File: src/rtl/branch_target_adder_if.sv
// Bus between the EX-stage branch-target adder and its consumers.
// The master drives the pc/offset request; the slave returns the registered target and flags.
interface branch_target_adder_if #(
    parameter int unsigned WIDTH = 32
);
    logic             in_valid;
    logic [WIDTH-1:0] pc;
    logic [WIDTH-1:0] offset;
    logic             out_valid;
    logic [WIDTH-1:0] branch_target;
    logic             overflow;
    logic             carry_out;
    logic             misaligned;

    modport master (
        output in_valid, pc, offset,
        input  out_valid, branch_target, overflow, carry_out, misaligned
    );

    modport slave (
        input  in_valid, pc, offset,
        output out_valid, branch_target, overflow, carry_out, misaligned
    );
endinterface

File: src/rtl/branch_target_adder.sv
// Adds a sign-extended byte offset to the PC and registers the target.
// Also registers the signed overflow, unsigned carry and misalignment flags.
module branch_target_adder #(
    parameter int unsigned WIDTH        = 32,
    parameter int unsigned OFFSET_SHIFT = 0,
    parameter int unsigned ALIGN_BITS   = 2
) (
    input  logic                  clk,
    input  logic                  rst_n,
    branch_target_adder_if.slave  bus
);
    localparam int unsigned SUM_W = WIDTH + 1;
    localparam int unsigned MSB   = WIDTH - 1;

    // Low-bit mask of the target; an all-zero mask when ALIGN_BITS is 0.
    localparam logic [SUM_W-1:0] ONE        = SUM_W'(1);
    localparam logic [WIDTH-1:0] ALIGN_MASK = WIDTH'((ONE << ALIGN_BITS) - ONE);

    logic [WIDTH-1:0] shifted_c;
    logic [SUM_W-1:0] sum_c;
    logic [WIDTH-1:0] target_c;
    logic             overflow_c;
    logic             misaligned_c;

    // Combinational add; bits shifted past the MSB are dropped by the truncating cast.
    always_comb begin
        shifted_c    = WIDTH'(bus.offset << OFFSET_SHIFT);
        sum_c        = {1'b0, bus.pc} + {1'b0, shifted_c};
        target_c     = sum_c[WIDTH-1:0];
        overflow_c   = (bus.pc[MSB] == shifted_c[MSB]) && (target_c[MSB] != bus.pc[MSB]);
        misaligned_c = |(target_c & ALIGN_MASK);
    end

    // Result registers load only on a valid request so idle inputs cannot disturb them.
    always_ff @(posedge clk) begin
        if (!rst_n) begin
            bus.out_valid     <= 1'b0;
            bus.branch_target <= '0;
            bus.overflow      <= 1'b0;
            bus.carry_out     <= 1'b0;
            bus.misaligned    <= 1'b0;
        end else begin
            bus.out_valid <= bus.in_valid;
            if (bus.in_valid) begin
                bus.branch_target <= target_c;
                bus.overflow      <= overflow_c;
                bus.carry_out     <= sum_c[WIDTH];
                bus.misaligned    <= misaligned_c;
            end
        end
    end
endmodule

File: src/flat_wrapper.sv
// flat-port wrapper written by rule: the top's interface ports become plain ports
module branch_target_adder_flat 
#(
    parameter int unsigned WIDTH        = 32,
    parameter int unsigned OFFSET_SHIFT = 0,
    parameter int unsigned ALIGN_BITS   = 2
)
  (clk, rst_n, bus_in_valid, bus_pc, bus_offset, bus_out_valid, bus_branch_target, bus_overflow, bus_carry_out, bus_misaligned);
  branch_target_adder_if #(.WIDTH(WIDTH)) bus_i ();
  input  logic clk;
  input  logic rst_n;
  input wire logic [$bits(bus_i.in_valid)-1:0] bus_in_valid;
  input wire logic [$bits(bus_i.pc)-1:0] bus_pc;
  input wire logic [$bits(bus_i.offset)-1:0] bus_offset;
  output wire logic [$bits(bus_i.out_valid)-1:0] bus_out_valid;
  output wire logic [$bits(bus_i.branch_target)-1:0] bus_branch_target;
  output wire logic [$bits(bus_i.overflow)-1:0] bus_overflow;
  output wire logic [$bits(bus_i.carry_out)-1:0] bus_carry_out;
  output wire logic [$bits(bus_i.misaligned)-1:0] bus_misaligned;
  assign bus_i.in_valid = bus_in_valid;
  assign bus_i.pc = bus_pc;
  assign bus_i.offset = bus_offset;
  assign bus_out_valid = bus_i.out_valid;
  assign bus_branch_target = bus_i.branch_target;
  assign bus_overflow = bus_i.overflow;
  assign bus_carry_out = bus_i.carry_out;
  assign bus_misaligned = bus_i.misaligned;
  branch_target_adder #(.WIDTH(WIDTH), .OFFSET_SHIFT(OFFSET_SHIFT), .ALIGN_BITS(ALIGN_BITS)) u_core (.clk(clk), .rst_n(rst_n), .bus(bus_i));
endmodule
File: config.mk
export PLATFORM = sky130hd
export DESIGN_NAME = branch_target_adder_flat
export DESIGN_NICKNAME = d
export VERILOG_FILES = /design/src/rtl/branch_target_adder_if.sv /design/src/rtl/branch_target_adder.sv /design/src/flat_wrapper.sv
export SDC_FILE = /design/constraint.sdc
export NUM_CORES = 1
export LEC_CHECK = 0
export CORE_ASPECT_RATIO = 0.6
export CORE_MARGIN = 1
export CORE_UTILIZATION = 45
export DETAILED_ROUTE_END_ITERATION = 8
export PLACE_DENSITY = 0.82
export SETUP_SLACK_MARGIN = 0.5
export SYNTH_ARGS = -nofsm -noshare
export SYNTH_HDL_FRONTEND = slang
export SYNTH_SLANG_ARGS = --single-unit
File: constraint.sdc
create_clock -name clk -period 2.75 [get_ports clk]
set_input_delay 0.275 -clock clk [delete_from_list [all_inputs] [get_ports clk]]
set_output_delay 0.275 -clock clk [all_outputs]
set_load 0.05 [all_outputs]
-- Yosys cells after proc, flatten, opt, wreduce, memory -nomap -nowiden
Index checks and enable logic that the tools add are counted.
- equality and inequality tests: 2
- $add $sub $neg: 1
- reduce and logical (&&, ||, !) cells: 2
- operators with widths (operator ; number):
    $add A32 B32 Y33 ; 1
    $reduce_or A2 Y1 ; 1
    $eq A1 B1 Y1 ; 1
    $logic_and A1 B1 Y1 ; 1
    $ne A1 B1 Y1 ; 1
- output and inout bits: 36
- bits in registers: 36
- input port bits: 67

-- Logic depth before layout (Yosys ltp)
Gate-level depths: netlist of the first run.
- depth in word-level cells: 3
- gate-level depth with buffers: 11
- gate-level depth less buffers: 11

-- Least setup slack after synthesis of the first run
Ideal clock, no wire load.
- path kind: input-to-reg
- from: input port bus_offset[0]
- to: register u_core.bus.carry_out
- stages: 11
- required time: 2.609 ns
- arrival time: 2.285 ns
- path slack: 0.325 ns
- cells stage by stage: ha_1 -> fa_1 -> a21o_2 -> a31oi_1 -> nor4b_1 -> nor2_1 -> o211ai_1 -> a21oi_1 -> o21bai_1 -> a22oi_1 -> a31oi_1
- cells in the longest elaborated chain, start to end: 1
- ends and longest elaborated chain (what ; RTL line ; text):
    from (decl) ; flat_wrapper.sv:14 ; input wire logic [$bits(bus_i.offset)-1:0] bus_offset;
    $add A32 B32 Y33 ; branch_target_adder.sv:28 ; sum_c = {1'b0, bus.pc} + {1'b0, shifted_c};
    to (signal assigned) ; branch_target_adder.sv:47 ; bus.carry_out <= sum_c[WIDTH];
    to (decl) ; branch_target_adder_if.sv:22 ; output out_valid, branch_target, overflow, carry_out, misaligned
Every way passes these cells.
A chain may end at the register's enable or synchronous reset.

-- Worst setup path after layout of the first run
- from: input port bus_pc[25]
- to: register u_core.bus.branch_target[30]
- cells in the longest elaborated chain, start to end: 1
- ends and longest elaborated chain (what ; RTL line ; text):
    from (decl) ; flat_wrapper.sv:13 ; input wire logic [$bits(bus_i.pc)-1:0] bus_pc;
    $add A32 B32 Y33 ; branch_target_adder.sv:28 ;
    to (signal assigned) ; branch_target_adder.sv:45 ; bus.branch_target <= target_c;
    to (decl) ; branch_target_adder_if.sv:22 ;
Every way passes these cells.

==> qor.csv, run 1 <==
metric,value,unit
gp_congestion,0.903,
fill_cells,251,
power.internal,1.43,mW
htree_levels,2,
path_clk_slew,0.07,ns
fmax,431,MHz
yosys.area_share.simple,0.159,
finalSetupViolations,0,
synth_edf_count,0,
drc,0,
grt_pass1_wl,17500,um
drt-total-wl,12100,um
cts_hold_buf,0,
fin_crit_sh,0.845,
critPathRequiredTime,2.93,ns
num_vias,3605,
diodes,0,
slowest_stage,clkdlybuf4s50_1,
cts_buffers,5,
design.die.area,6600,um^2
post_route_cells_drive_above_1_share,0.337,
clk_latency,0.30,ns
synth-seq-cells,36,
skew,0,ns
p_sw_frac,0.401,
ff_latch_area,721,um^2
first_pass_iters,5,
crit_path_max_incr_delay,0.46,ns
fin_crit,2.32,ns
grt_pass1_vias,3547,
grt_usage,0.339,
synthAdderAreaFrac,0.149,
comb_power_share,0.538,
p_clk_frac,0.204,
rsz0062_at_grt,yes,
grt-ovfl-total,0,
grt_max_degree,28,
critPathKind,in2reg,
ir_drop,283,uV
rows,21,
total_power,2.39,mW
start_util,0.486,
worstMarginPinSlew,0.604,ns
ys.flop_type,dfxtp_1,
final_core_util,0.891,
cellPowerDensity,461,nW/um^2
ys_async_sr_fraction,0,
avgViaCountPerCell,6.08,
p_leak,2.24,nW
multi_input_area,2680,um^2
ant_nets,0,
worst_setup_path_start_kind,input pin,
drtIter0Drc,324,
slew_headroom,0.593,
nets,612,
cts_tree,done,
synth_top_family_by_area,compound AO/OA/AOI/OAI gates,
core,5810,um^2
cts-root-buf,clkbuf_8,
dpl.hpwl,6780,um
synth_xor_area_frac,0.0900,
synth_mux_area_frac,0.0709,
die_h,63.4,um
path_cells,clkdlybuf4s50_1 > ha_4 > nand4_1 > or3_1 > o211ai_1 > buf_4 > a21oi_4 > o21ai_1 > xnor2_1 > o21ai_0,
hold_violations,0,
synth_nets,439,
ios,103,
ys_warn_count,0,
hp-class,in2reg,
cts_sinks,36,
slew_viol_final,0,
syn_area,2820,um^2
drv_cap,0,
wl_per_cell,20.4,um
p_seq_frac,0.257,
syn_inst,339,
critPathMaxFanout,5,
critical_path.endpoint_type,flop,
switching_power,956,uW
areaGrowthSynthToFinish,83.3,%
arrival,2.50,ns
synth-compound-area-share,0.253,
status,"finished, final reports clean",
port_buffers,102,
antenna_found_initial,0,
avgSynthCellArea,8.33,um^2
yosysUniqueCellTypes,45,
fp.dieW,104,um
clockBufferDepth,2,
ys_seq_area_frac,0.255,
[cells in the mapped netlist, types with 3 or more instances]
| library cell | count | area [um^2] |
|---|---|---|
| buf_1 | 3 | 11.3 |
| xnor2_1 | 18 | 158 |
| nor3_1 | 3 | 15.0 |
| xor2_1 | 11 | 96.3 |
| mux2i_1 | 20 | 200 |
| o21ai_0 | 19 | 95.1 |
| o21bai_1 | 5 | 37.5 |
| a21o_1 | 14 | 105 |
| o21a_1 | 4 | 30.0 |
| and3_1 | 3 | 18.8 |
| a31oi_1 | 3 | 18.8 |
| a21oi_1 | 35 | 175 |
| nand2_1 | 17 | 63.8 |
| clkbuf_1 | 7 | 26.3 |
| nor2_1 | 46 | 173 |
| nand4_1 | 5 | 31.3 |
| ha_1 | 32 | 400 |
| dfxtp_1 | 36 | 721 |
| inv_1 | 6 | 22.5 |
| nand3_1 | 13 | 65.1 |
| a211oi_1 | 4 | 30.0 |
| o211ai_1 | 6 | 45.0 |
[worst max-delay path: cells and delay by family]
| kind | cells | cell delay [ns] |
|---|---|---|
| simple gates | 2 | 0.54 |
| xor+xnor | 1 | 0.14 |
| fa+ha+maj | 1 | 0.32 |
| buf+inv | 2 | 0.64 |
| compound gates | 4 | 0.57 |
[state kept, by name, summed over array words and instances (netlist names)]
signal	cells
u_core.bus.overflow	1
u_core.bus.branch_target	32
u_core.bus.carry_out	1
u_core.bus.out_valid	1
u_core.bus.misaligned	1
[power by group through the flow]
stage	clock [mW]	sequential, mW	combinational, mW
floorplan	0	0.814	0.431
global placement	0	0.620	0.989
detailed placement	0	0.621	1.01
CTS	0.475	0.610	1.15
global route	0.499	0.618	1.34
finish	0.488	0.614	1.28
[layout make-up]
| cell class | count | share of cell area |
|---|---|---|
| clock buffer | 6 | 0.0140 |
| clock inverter | 2 | 0.00677 |
| inverter | 7 | 0.00508 |
| multi-input combinational | 286 | 0.518 |
| sequential | 36 | 0.139 |
| tap | 80 | 0.0193 |
| timing repair buffer | 176 | 0.297 |
[placed cells by master (no fill, tap or decap), types with 4 or more instances in the layout]
master,n
a21o_1,14
a21oi_1,21
a21oi_2,8
a21oi_4,6
buf_4,65
buf_6,11
clkbuf_2,11
clkbuf_8,5
clkdlybuf4s15_1,6
clkdlybuf4s50_1,50
dfxtp_1,36
dlygate4sd2_1,23
dlymetal6s2s_1,8
ha_1,7
ha_4,25
inv_1,6
mux2i_1,20
nand2_1,14
nand3_1,11
nand4_1,5
nor2_1,39
nor2_2,4
o211ai_1,6
o21a_1,4
o21ai_0,11
o21ai_1,6
xnor2_1,18
xor2_1,10
[metrics by stage]
step	worst slack [ns]	TNS [ns]	hold WS, ns	std cells	instance area, um^2
detailed placement	-0.247	-1.42	0.481	555	4270
global route	0.380	0	0.377	593	5170
floorplan	0.481	0	0.548	339	2870
global placement	-0.107	-0.505	0.449	555	4270
CTS	0.501	0	0.388	583	4950
finish	0.427	0	0.361	593	5170
[repair_timing]
item | in CTS | in global routing
setup endpoints to repair | 22 | 19
pin swaps | 38 | 43
setup buffers | 20 | 10
gates resized for setup | 129 | 69
[metal layers]
metal | part of all wire | global-route usage | up-vias
li1 | - | - | 1583
met1 | 0.39 | 0.394 | 1667
met2 | 0.46 | 0.590 | 279
met3 | 0.092 | 0.0797 | 76
met4 | 0.051 | 0.171 | 0
met5 | 0 | 0 | -
[logic make-up (layout without fill, tap and decap cells)]
family	Yosys count	after routing
buffers and inverters	17	191
AO/OA/AOI/OAI	106	106
flip-flops	36	36
multiplexers	20	20
AND/OR/NAND/NOR	98	98
XOR/XNOR	29	29
adder cells (fa/ha/maj)	33	33
[path summary, 6_finish.rpt]
check / from / to / slack (ns) / depth (start not counted)
hold / removal: bus_offset[0] / u_core.bus.branch_target[0]$_SDFFE_PN0P_ / 0.36 / 4
setup / recovery: bus_pc[25] / u_core.bus.branch_target[30]$_SDFFE_PN0P_ / 0.43 / 10
setup reg to reg: u_core.bus.branch_target[2]$_SDFFE_PN0P_ / u_core.bus.branch_target[2]$_SDFFE_PN0P_ / 1.99 / 2
hold reg to reg: u_core.bus.branch_target[28]$_SDFFE_PN0P_ / u_core.bus.branch_target[28]$_SDFFE_PN0P_ / 0.50 / 2
No activity file was read; power rests on OpenSTA's default activity.
==> run 2, diff against run 1 <==
==> constraint.sdc (replaced) <==
create_clock -name clk -period 2.15 [get_ports clk]
set_input_delay 0.215 -clock clk [delete_from_list [all_inputs] [get_ports clk]]
set_output_delay 0.215 -clock clk [all_outputs]
set_load 0.05 [all_outputs]
==> run 2 against run 1 <==
Against the previous run: the flow now stops in global routing; area after synthesis unchanged; synthesized cell count unchanged.
==> qor.csv, run 2 <==
metric,value,unit,change
syn_area,2820,um^2,unchanged
synth-compound-area-share,0.253,,unchanged
worst-ep-kind,sequential cell input,,
yosysUniqueCellTypes,45,,unchanged
synth_xor_area_frac,0.0900,,unchanged
yosys-top-cells-count,"nor2_1, dfxtp_1, a21oi_1",,unchanged
tool.error,"[ERROR DPL-0038] Utilization greater than 100%, impossible to legalize",,
synth_top_family_by_area,compound AO/OA/AOI/OAI gates,,unchanged
syn_inst,339,,unchanged
synth-seq-cells,36,,unchanged
dpl.hpwl,7530,um,was 6780 um
synth_edf_count,0,,unchanged
gp_congestion,0.847,,was 0.903
synthTopCellsByArea,"dfxtp_1, ha_1, mux2i_1",,unchanged
htree_levels,2,,unchanged
synth_mux_area_frac,0.0709,,unchanged
ys.flop_type,dfxtp_1,,unchanged
avgSynthCellArea,8.33,um^2,unchanged
die_h,63.4,um,unchanged
ys_async_sr_fraction,0,,unchanged
synth_nets,439,,unchanged
cts_buffers,5,,unchanged
cts_hold_buf,0,,unchanged
grt_max_degree,32,,
yosys.area_share.simple,0.159,,unchanged
ys_warn_count,0,,unchanged
rows,21,,unchanged
fp.dieW,104,um,unchanged
ios,103,,unchanged
cts-root-buf,clkbuf_8,,unchanged
synth.most_common_cell,nor2_1,,unchanged
synthAdderAreaFrac,0.149,,unchanged
start_util,0.486,,unchanged
port_buffers,102,,unchanged
status,aborted with a tool error,,"was finished, final reports clean"
cts_sinks,36,,unchanged
clockBufferDepth,2,,unchanged
crit_endpoint,u_core.bus.branch_target[21]$_SDFFE_PN0P_/D,,
synth_top_area_cell,dfxtp_1,,unchanged
yosysTopAreaCellShare,0.255,,unchanged
dp_slack,-0.832,ns,was -0.247 ns
haltStage,global routing,,
ys_seq_area_frac,0.255,,unchanged
==> run 2: cell counts after synthesis <==
No cell type changed its count.
==> run 2: through the flow <==
stage | cell area, um^2 | std cells | hold WS (ns) | util
floorplan | 3050 | 339 | 0.473 | -
global placement | 4710 | 590 | 0.448 | 0.812
detailed placement | 4710 | 590 | 0.467 | 0.812
CTS | 5640 | 645 | 0.285 | 0.970
==> run 2: logic make-up after synthesis <==
family,after synthesis
AOI/OAI and AO/OA,106
buffers and inverters,17
DFF,36
xor gates and xnor gates,29
muxes,20
adders and majority gates,33
and+or+nand+nor,98
==> run 2: timing repair <==
action | CTS
gates resized for setup | 313
endpoints found under the setup margin | 57
gates cloned | 0
buffers inserted | 47
pin swaps | 109
==> run 3, diff against run 2 <==
--- a/config.mk
+++ b/config.mk
@@ -5,12 +5,10 @@
 export SDC_FILE = /design/constraint.sdc
 export NUM_CORES = 1
 export LEC_CHECK = 0
-export CORE_ASPECT_RATIO = 0.6
 export CORE_MARGIN = 1
-export CORE_UTILIZATION = 45
+export CORE_UTILIZATION = 37
 export DETAILED_ROUTE_END_ITERATION = 8
-export PLACE_DENSITY = 0.82
-export SETUP_SLACK_MARGIN = 0.5
+export PLACE_DENSITY_LB_ADDON = 0.15
 export SYNTH_ARGS = -nofsm -noshare
 export SYNTH_HDL_FRONTEND = slang
 export SYNTH_SLANG_ARGS = --single-unit
==> run 3 against run 2 <==
Against the previous run: the flow now finishes without violations.
==> qor.csv, run 3 (synthesis results as in run 1) <==
metric,value,unit,change
critPathMaxFanout,2,,
dp_slack,-0.717,ns,was -0.832 ns
cellPowerDensity,557,nW/um^2,
gp_congestion,0.918,,was 0.847
drt-total-wl,10300,um,
layout_common_cells,"buf_4, clkdlybuf4s50_1, nor2_1",,
clockBufferDepth,2,,unchanged
core,7330,um^2,
cts_buffers,5,,unchanged
cts-root-buf,clkbuf_8,,unchanged
final_core_util,0.746,,
grt_max_degree,22,,
placedCellCount,614,,was 590
fmax,466,MHz,
rr_endpoint,u_core.bus.branch_target[9]$_SDFFE_PN0P_,,
drc,0,,
r2r_slack,1.44,ns,
nets,653,,
slew_viol_final,0,,
worst_setup_path_start_kind,input pin,,
rr_worst_depth,2,,
hold_start,bus_pc[0],,
grt-ovfl-total,0,,
ant_nets,0,,
path_clk_slew,0.09,ns,
rows,31,,was 21
worstMarginPinSlew,0.530,ns,
areaGrowthSynthToFinish,93.8,%,
antenna_found_initial,0,,
clk_latency,0.29,ns,
port_buffers,102,,unchanged
hold-path-endpoint,u_core.bus.branch_target[0]$_SDFFE_PN0P_,,
fin_cells,653,,
diodes,0,,
final.setup.worst_slack,0.00570,ns,
critical_path.endpoint_type,flop,,
slew_headroom,0.646,,
die_h,89.3,um,was 63.4 um
grt_usage,0.244,,
ir_drop,392,uV,
grt_pass1_vias,3326,,
cts_tree,done,,
first_pass_iters,4,,
drv_cap,0,,
post_route_cells_drive_above_1_share,0.401,,
top_register,u_core.bus.branch_target,,
hold_violations,0,,
avgViaCountPerCell,5.21,,
fin_crit_sh,0.997,,
start_util,0.385,,was 0.486
arrival,2.37,ns,
cts_sinks,36,,unchanged
drtIter0Drc,114,,
rsz0062_at_grt,yes,,
critPathKind,in2reg,,
min_path_cells,4,,
htree_levels,2,,unchanged
fin_crit,2.14,ns,
design.die.area,7980,um^2,
total_power,3.05,mW,
ios,103,,unchanged
p_leak,2.37,nW,
wl_per_cell,15.8,um,
skew,0,ns,
dpl.hpwl,6900,um,was 7530 um
largest_reg_flops,32,,
final_common_cell,buf_4,,
grt_pass1_wl,15000,um,
critPathRequiredTime,2.38,ns,
status,"finished, final reports clean",,was aborted with a tool error
r2r_start,u_core.bus.branch_target[9]$_SDFFE_PN0P_,,
fp.dieW,89.3,um,was 104 um
finalSetupViolations,0,,
hp-class,in2reg,,
num_vias,3405,,
[run 3: where the power goes]
group	leakage [nW]	total (mW)	switching, mW	internal, mW
combinational	2.02	1.65	0.844	0.802
clock	0.0541	0.622	0.278	0.344
sequential	0.298	0.781	0.0413	0.740
[run 3: worst max-delay path by stage]
| stage | from | to | slack, ns | cells past startpoint |
|---|---|---|---|---|
| 2_1_floorplan | bus_offset[0] | u_core.bus.carry_out$_SDFFE_PN0P_ | -0.03 | 11 |
| 3_3_place_gp | bus_offset[0] | u_core.bus.branch_target[24]$_SDFFE_PN0P_ | -0.60 | 13 |
| 3_5_place_dp | bus_offset[0] | u_core.bus.branch_target[24]$_SDFFE_PN0P_ | -0.72 | 13 |
| 4_1_cts | bus_offset[2] | u_core.bus.overflow$_SDFFE_PN0P_ | -0.01 | 11 |
| 5_1_grt | bus_offset[0] | u_core.bus.branch_target[10]$_SDFFE_PN0P_ | -0.1 | 13 |
| 6_report | bus_offset[0] | u_core.bus.branch_target[10]$_SDFFE_PN0P_ | 0.006 | 13 |
[run 3: through the flow]
stage	TNS, ns	area [um^2]	hold WS [ns]
after floorplan	-0.0458	2940	0.473
after global placement	-11.16	4660	0.460
after detailed placement	-12.78	4660	0.478
after CTS	-0.0133	5240	0.300
after global routing	-0.190	5470	0.322
final	0	5470	0.301
[run 3: layout make-up]
class / count / area (um^2)
clock buffers: 5 / 68.8
inverters: 7 / 26.3
multi-input cells: 286 / 2630
clock inverters: 3 / 42.5
fillers: 533 / 1860
repair buffers: 217 / 1860
flip-flops and latches: 36 / 721
well taps: 99 / 124
[run 3: repair_timing]
action | CTS | global route
setup endpoints to repair | 23 | 18
pin swaps | 51 | 50
gates resized for setup | 170 | 47
setup buffers | 22 | 11
hold buffers | 0 | 0
[run 3: worst max-delay path, cell delays in order]
cell	delay, ns
buf_8	0.10
ha_4	0.16
fa_2	0.40
a21o_4	0.24
a31oi_4	0.22
buf_6	0.13
o21bai_2	0.09
a21oi_2	0.19
o21bai_1	0.10
a21oi_1	0.18
xnor2_1	0.14
mux2i_1	0.09
nor2_1	0.11
[run 3: metal layers]
metal  up-vias  wire [um]  GRT usage
met4         0        125     0.0635
li1       1670          -          -
met5         -          0          0
met3        10        464     0.0295
met2       105       5490      0.469
met1      1620       4270      0.283
